`src/rtl/pmod_in.sv`:
```
`default_nettype none
// pmod_in: I2S master receiver for the PmodI2S2 line-in path.
// Generates MCLK/SCLK/LRCLK and deserialises 16-bit stereo frames from sdin.
module pmod_in #(
  parameter int WIDTH     = 16,
  parameter int SLOT_BITS = 32,
  parameter int MCLK_HALF = 25,
  parameter int SCLK_HALF = 50
) (
  input  logic             clk,
  input  logic             rst_n,
  input  logic             sdin,
  output logic             mclk,
  output logic             sclk,
  output logic             lrclk,
  output logic [WIDTH-1:0] left,
  output logic [WIDTH-1:0] right,
  output logic             valid
);

  localparam int MCW = (MCLK_HALF > 1) ? $clog2(MCLK_HALF) : 1;
  localparam int SCW = (SCLK_HALF > 1) ? $clog2(SCLK_HALF) : 1;
  localparam int PW  = (SLOT_BITS > 1) ? $clog2(SLOT_BITS) : 1;

  localparam logic [MCW-1:0] MCNT_MAX = MCW'(MCLK_HALF - 1);
  localparam logic [MCW-1:0] MCNT_ONE = MCW'(1);
  localparam logic [SCW-1:0] SCNT_MAX = SCW'(SCLK_HALF - 1);
  localparam logic [SCW-1:0] SCNT_ONE = SCW'(1);
  localparam logic [PW-1:0]  POS_LAST  = PW'(SLOT_BITS - 1);
  localparam logic [PW-1:0]  POS_FIRST = PW'(1);
  localparam logic [PW-1:0]  POS_WORD  = PW'(WIDTH);

  localparam logic [0:0] LEFT_SLOT  = 1'b0;
  localparam logic [0:0] RIGHT_SLOT = 1'b1;

  logic             r_sync1, r_sync2;
  logic [MCW-1:0]   r_mcnt;
  logic             r_mclk;
  logic [SCW-1:0]   r_scnt;
  logic             r_sclk;
  logic [PW-1:0]    r_pos;
  logic [0:0]       r_lrclk;
  logic [WIDTH-1:0] r_shift;
  logic [WIDTH-1:0] r_left_hold;
  logic [WIDTH-1:0] r_left;
  logic [WIDTH-1:0] r_right;
  logic             r_valid;

  logic             w_sclk_tick;
  logic             w_rise;
  logic             w_fall;
  logic             w_capture;
  logic             w_word_done;
  logic [WIDTH-1:0] w_shift_next;

  assign w_sclk_tick  = (r_scnt == SCNT_MAX);
  assign w_rise       = w_sclk_tick & ~r_sclk;
  assign w_fall       = w_sclk_tick & r_sclk;
  assign w_capture    = w_rise && (r_pos >= POS_FIRST) && (r_pos <= POS_WORD);
  assign w_word_done  = w_rise && (r_pos == POS_WORD);
  // The word-completing bit is folded in here so it lands in the same cycle.
  assign w_shift_next = {r_shift[WIDTH-2:0], r_sync2};

  always_ff @(posedge clk or negedge rst_n) begin
    if (!rst_n) begin
      r_sync1 <= 1'b0;
      r_sync2 <= 1'b0;
    end else begin
      r_sync1 <= sdin;
      r_sync2 <= r_sync1;
    end
  end

  always_ff @(posedge clk or negedge rst_n) begin
    if (!rst_n) begin
      r_mcnt <= '0;
      r_mclk <= 1'b0;
    end else if (r_mcnt == MCNT_MAX) begin
      r_mcnt <= '0;
      r_mclk <= ~r_mclk;
    end else begin
      r_mcnt <= r_mcnt + MCNT_ONE;
    end
  end

  always_ff @(posedge clk or negedge rst_n) begin
    if (!rst_n) begin
      r_scnt  <= '0;
      r_sclk  <= 1'b0;
      r_pos   <= '0;
      r_lrclk <= LEFT_SLOT;
    end else begin
      if (w_sclk_tick) begin
        r_scnt <= '0;
        r_sclk <= ~r_sclk;
      end else begin
        r_scnt <= r_scnt + SCNT_ONE;
      end
      if (w_fall) begin
        if (r_pos == POS_LAST) begin
          r_pos   <= '0;
          r_lrclk <= ~r_lrclk;
        end else begin
          r_pos <= r_pos + POS_FIRST;
        end
      end
    end
  end

  always_ff @(posedge clk or negedge rst_n) begin
    if (!rst_n) begin
      r_shift     <= '0;
      r_left_hold <= '0;
      r_left      <= '0;
      r_right     <= '0;
      r_valid     <= 1'b0;
    end else begin
      r_valid <= 1'b0;
      if (w_capture) begin
        r_shift <= w_shift_next;
      end
      // Left is parked until its right partner arrives so both outputs move together.
      if (w_word_done) begin
        if (r_lrclk == LEFT_SLOT) begin
          r_left_hold <= w_shift_next;
        end else if (r_lrclk == RIGHT_SLOT) begin
          r_right <= w_shift_next;
          r_left  <= r_left_hold;
          r_valid <= 1'b1;
        end
      end
    end
  end

  assign mclk  = r_mclk;
  assign sclk  = r_sclk;
  assign lrclk = r_lrclk[0];
  assign left  = r_left;
  assign right = r_right;
  assign valid = r_valid;

endmodule
`default_nettype wire

```
`config.mk`:
```
export PLATFORM = sky130hd
export DESIGN_NAME = pmod_in
export DESIGN_NICKNAME = d
export VERILOG_FILES = /design/src/rtl/pmod_in.sv
export SDC_FILE = /design/constraint.sdc
export NUM_CORES = 1
export LEC_CHECK = 0
export ABC_AREA = 1
export BUFFER_PORTS_ARGS = -buffer_cell sky130_fd_sc_hd__buf_2
export CAP_MARGIN = 25
export CORE_MARGIN = 4
export CORE_UTILIZATION = 30
export CTS_CLUSTER_DIAMETER = 150
export DETAILED_ROUTE_END_ITERATION = 8
export SYNTH_ARGS = -nofsm -noshare
export SYNTH_HDL_FRONTEND = slang
export SYNTH_SLANG_ARGS = --single-unit
```
`constraint.sdc`:
```
create_clock -name clk -period 4.1 [get_ports clk]
set_input_delay 0.205 -clock clk [delete_from_list [all_inputs] [get_ports clk]]
set_output_delay 0.205 -clock clk [all_outputs]
set_load 0.01 [all_outputs]
```
-- Word level (Yosys, flattened, before mapping)
Cells that the tools add are included.
- mux-type cells: 5
- order comparisons: 2
- $add $sub $neg: 3
- reductions and logical operators: 6
- bitwise operators: 5
- equal/unequal tests: 4
- operators with widths (cell ; count):
    $eq 5x5->1 const B ; 3
    $add 5x1->5 const B ; 2
    $mux 5 ; 2
    $add 6x1->6 const B ; 1
    $eq 6x6->1 const B ; 1
    $mux 6 ; 1
    $reduce_and 2->1 ; 3
    $ge 5x1->1 const B ; 1
    $le 5x5->1 const B ; 1
    $logic_and 1x1->1 ; 3
    $not 1->1 ; 3
    $and 1x1->1 ; 2
    $mux 1 ; 2
- output and inout bits: 36
- logic and storage cells: 38
- bits of input ports: 3
- bits in registers: 85

-- Depth between registers and ports, before layout
- word-level depth: 4
- mapped depth: 10
- mapped depth without buffers: 9

-- Worst setup path after synthesis
No wires, ideal clock.
- path type: register -> register
- from: reg r_pos[0]
- to: reg r_left_hold[10]
- buffers on the path: 2
- slack: 2.632 ns
- setup time: 0.066 ns
- arrival time: 1.402 ns
- cell stages (with the launch flop): 9
- data required time: 4.034 ns
- clock period less this slack: 1.468 ns
- cells stage by stage: dfrtp_1 -> inv_1 -> ha_1 -> nand2_1 -> nor2_4 -> buf_4 -> buf_4 -> nand4_1 -> nand2_1
- cells in the longest elaborated chain, start to end: 3
- ends and longest elaborated chain (item ; line ; RTL):
    start: declaration ; 41 ; logic [PW-1:0] r_pos;
    start signal: assignment ; 104 ; r_pos <= r_pos + POS_FIRST;
    $eq 5x5->1 ; 60 ; assign w_word_done = w_rise && (r_pos == POS_WORD);
    $logic_and 1x1->1 ; 60 ;
    $reduce_and 2->1 (no line) ; n/a ;
    end signal: assignment ; 125 ; r_left_hold <= w_shift_next;
    end: declaration ; 44 ; logic [WIDTH-1:0] r_left_hold;
Every way passes these cells.
A chain may end at the register's enable or synchronous reset.

-- Final worst setup path
- from: reg r_pos[0]
- to: reg r_right[14], in the netlist right[14]
- cells in the longest elaborated chain, start to end: 3
- ends and longest elaborated chain (item ; line ; RTL):
    $eq 5x5->1 ; 60 ;
    $logic_and 1x1->1 ; 60 ;
    $reduce_and 2->1 (no line) ; n/a ;
    end signal: assignment ; 127 ; r_right <= w_shift_next;
    end: declaration ; 46 ; logic [WIDTH-1:0] r_right;
Every way passes these cells.

==> impl_metrics.py <==
metrics = {
    "yosys": {
        "yosys_register_bits": 85,
        "syn_nets": 409,
        "syn-cell-area_mm2": 0.00373,
        "synth.distinct_cells": 25,
        "yosysSeqAreaShare": 0.571,
        "netlist_instances": 398,
        "syn_avg_cell_area_um2": 9.37,
        "yosysWarnings": 0,
    },
    "timing": {
        "setup_slack_ns": 1.87,
        "slew_violations": 0,
        "fin_worst_skew_ns": 0.00772,
        "period_needed_ns": 2.23,
        "hold_viol": 0,
        "finalSetupViolCount": 0,
        "rsz0062_at_grt": "false",
        "worstMarginPinSlew_ns": 0.709,
        "fin_tns_setup_ns": 0,
        "relSlewSlack": 0.526,
        "timing.final.crit_share": 0.543,
        "clock.fmax_mhz": 449,
    },
    "cts": {
        "cts_tree": "built",
        "h-tree-depth": 3,
        "clk_path_buf_depth": 2,
        "clk_pin_slew_ns": 0.07,
        "insertion_delay_ns": 0.34,
        "clock_sink_count": 85,
        "cts_root_buf": "clkbuf_16",
        "cts_resized": 0,
        "cts_buffers": 9,
        "cts_setup_buffers": 0,
    },
    "pwr": {
        "irDropWorstVdd_uv": 188,
        "power.leakage_nw": 2.38,
        "power_density_mw_per_mm2": 382,
    },
    "route": {
        "vias": 2748,
        "drtIter0Drc": 225,
        "drt-total-wl_um": 7680,
        "post_drt_wl_per_cell_um": 12.7,
        "firstDrtPassIters": 4,
        "drc": 0,
        "ant_nets": 0,
        "vias_per_cell": 4.55,
    },
    "setup_path": {
        "cp_max_fo": 33,
        "cp-end-kind": "flop",
        "worstReg2RegStart": "r_pos[0]$_DFFE_PN0P_",
        "startpoint": "r_pos[0]$_DFFE_PN0P_",
        "arrival_ns": 2.46,
        "startpoint_type": "flop",
        "cp_data_required_time_ns": 4.33,
        "worstSetupPathType": "flop to flop",
    },
    "global_route": {
        "grt_max_degree": 86,
        "overflow": 0,
        "antenna_found_initial": 0,
        "grt_pass1_wl_um": 13300,
        "grt_usage": 0.115,
        "grt_pass1_vias": 2741,
    },
    "floorplan": {
        "rows": 40,
        "coreArea_mm2": 0.0121,
        "initial_core_util": 0.308,
        "die_w_um": 119,
        "die_area_mm2": 0.0143,
        "num_io_pins": 39,
        "die_h_um": 119,
    },
    "placement": {
        "port_buffers": 38,
        "dp.final_hpwl_um": 5070,
        "place_ws_ns": 1.87,
        "gp_congestion": 0.754,
    },
    "cells_and_area": {
        "nNetsFinal": 442,
        "drive_above_1_share": 0.167,
        "syn2layout_area_growth_pct": 15.9,
        "n_antenna_cell": 0,
    },
    "worst_hold_path": {
        "hold_class": "input port to asynchronous set/reset pin",
    },
    "run": {
        "cap_violations": 0,
    },
    "run_status": {
        "outcome": "finished clean",
    },
}
## state kept, by name, indices dropped and copies added (netlist names)
register / flops
r_sync2: 1
r_sync1: 1
r_left_hold: 16
left: 16
sclk: 1
r_mcnt: 5
right: 16
mclk: 1
r_pos: 5
r_scnt: 6
valid: 1
lrclk: 1
r_shift: 15
## synth_stat cells
library cell  number  area, µm²
a21oi_1            3       15.0
a31o_2             1       8.76
buf_2              6       30.0
buf_4              5       37.5
buf_6              4       45.0
clkbuf_1           4       15.0
clkbuf_8           3       41.3
clkinv_1           1       3.75
dfrtp_1           85       2130
ha_1               8        100
inv_1             18       67.6
inv_2              3       11.3
nand2_1          164        616
nand3_1           10       50.1
nand3_4            1       17.5
nand4_1           51        319
nand4_4            2       42.5
nor2_1            11       41.3
nor2_2             1       6.26
nor2_4             4       45.0
nor3_1             1       5.00
o21ai_0            4       20.0
or2_2              3       18.8
xnor2_1            2       17.5
xor2_1             3       26.3
## cell families (layout without fill, tap and decap cells)
| family | after synthesis | in the layout | synth area share |
|---|---|---|---|
| xor+xnor | 5 | 5 | 0.0118 |
| simple gates | 248 | 248 | 0.312 |
| fa+ha+maj | 8 | 8 | 0.0269 |
| compound gates | 8 | 8 | 0.0117 |
| buf+inv | 44 | 82 | 0.0675 |
| flops | 85 | 85 | 0.571 |
## power breakdown
group / switching (mW) / internal (mW) / total (mW)
logic: 0.0163 / 0.00492 / 0.0212
clock network: 0.363 / 0.426 / 0.789
registers: 0.000711 / 0.839 / 0.840
## area by class of cell
type                    instances  area [µm²]
flip-flops and latches         85        2130
repair buffers                 44         263
well taps                     168         210
clock inverters                 7        65.1
fillers                      1264        7790
clock buffers                   9         225
multi-input cells             269        1350
inverters                      22        82.6
## metrics by stage
stage                     hold WS, ns   util  std cells  area [µm²]  total power, mW
after floorplan               -0.0906      -        398        3730            0.856
after global placement          0.323  0.329        585        3980            0.874
after detailed placement        0.326  0.329        585        3980            0.874
after CTS                       0.106  0.354        602        4280             1.66
after global routing            0.367  0.357        604        4320             1.71
final                           0.336  0.357        604        4320             1.65
## cells in the final DEF (no fill, tap or decap), types with 4 or more instances in the layout
master     Yosys  layout
nand3_1       10      10
nor2_1        11      11
inv_1         18      18
nand2_1      164     164
dfrtp_1       85      85
nand4_1       51      51
buf_4          5       4
buf_2          6      37
o21ai_0        4       4
clkbuf_16      0       9
nor2_4         4       4
ha_1           8       8
## final timing paths
check / endpoint / slack, ns / cells past startpoint
max: right[14]$_DFFE_PN0P_ / 1.87 / 7
min: r_pos[4]$_DFFE_PN0P_ / 0.34 / 2
max reg2reg: right[14]$_DFFE_PN0P_ / 1.87 / 7
min reg2reg: r_sync2$_DFF_PN0_ / 0.35 / 0
max in group asynchronous: valid$_DFF_PN0_ / 3.16 / 3
min in group clk: r_sync2$_DFF_PN0_ / 0.35 / 0
## metal layers
metal	routed length, µm	GRT usage
met2	3310	0.170
met1	3730	0.153
met4	160	0.0472
met5	0	0
met3	479	0.0408
## worst max-delay path, stage by stage, from the launching register on
cell and delay [ns]:
dfrtp_1 0.43, inv_1 0.12, ha_1 0.17, nand2_1 0.08, nor2_4 0.58, nand4_4 0.48, nand2_1 0.19, nand2_1 0.06
## repair_timing
action | CTS | global route
endpoints found under the hold margin | 1 | 30
hold buffers | 1 | 1
setup endpoints to repair | 0 | 0
No activity file was read; power rests on OpenSTA's default activity.
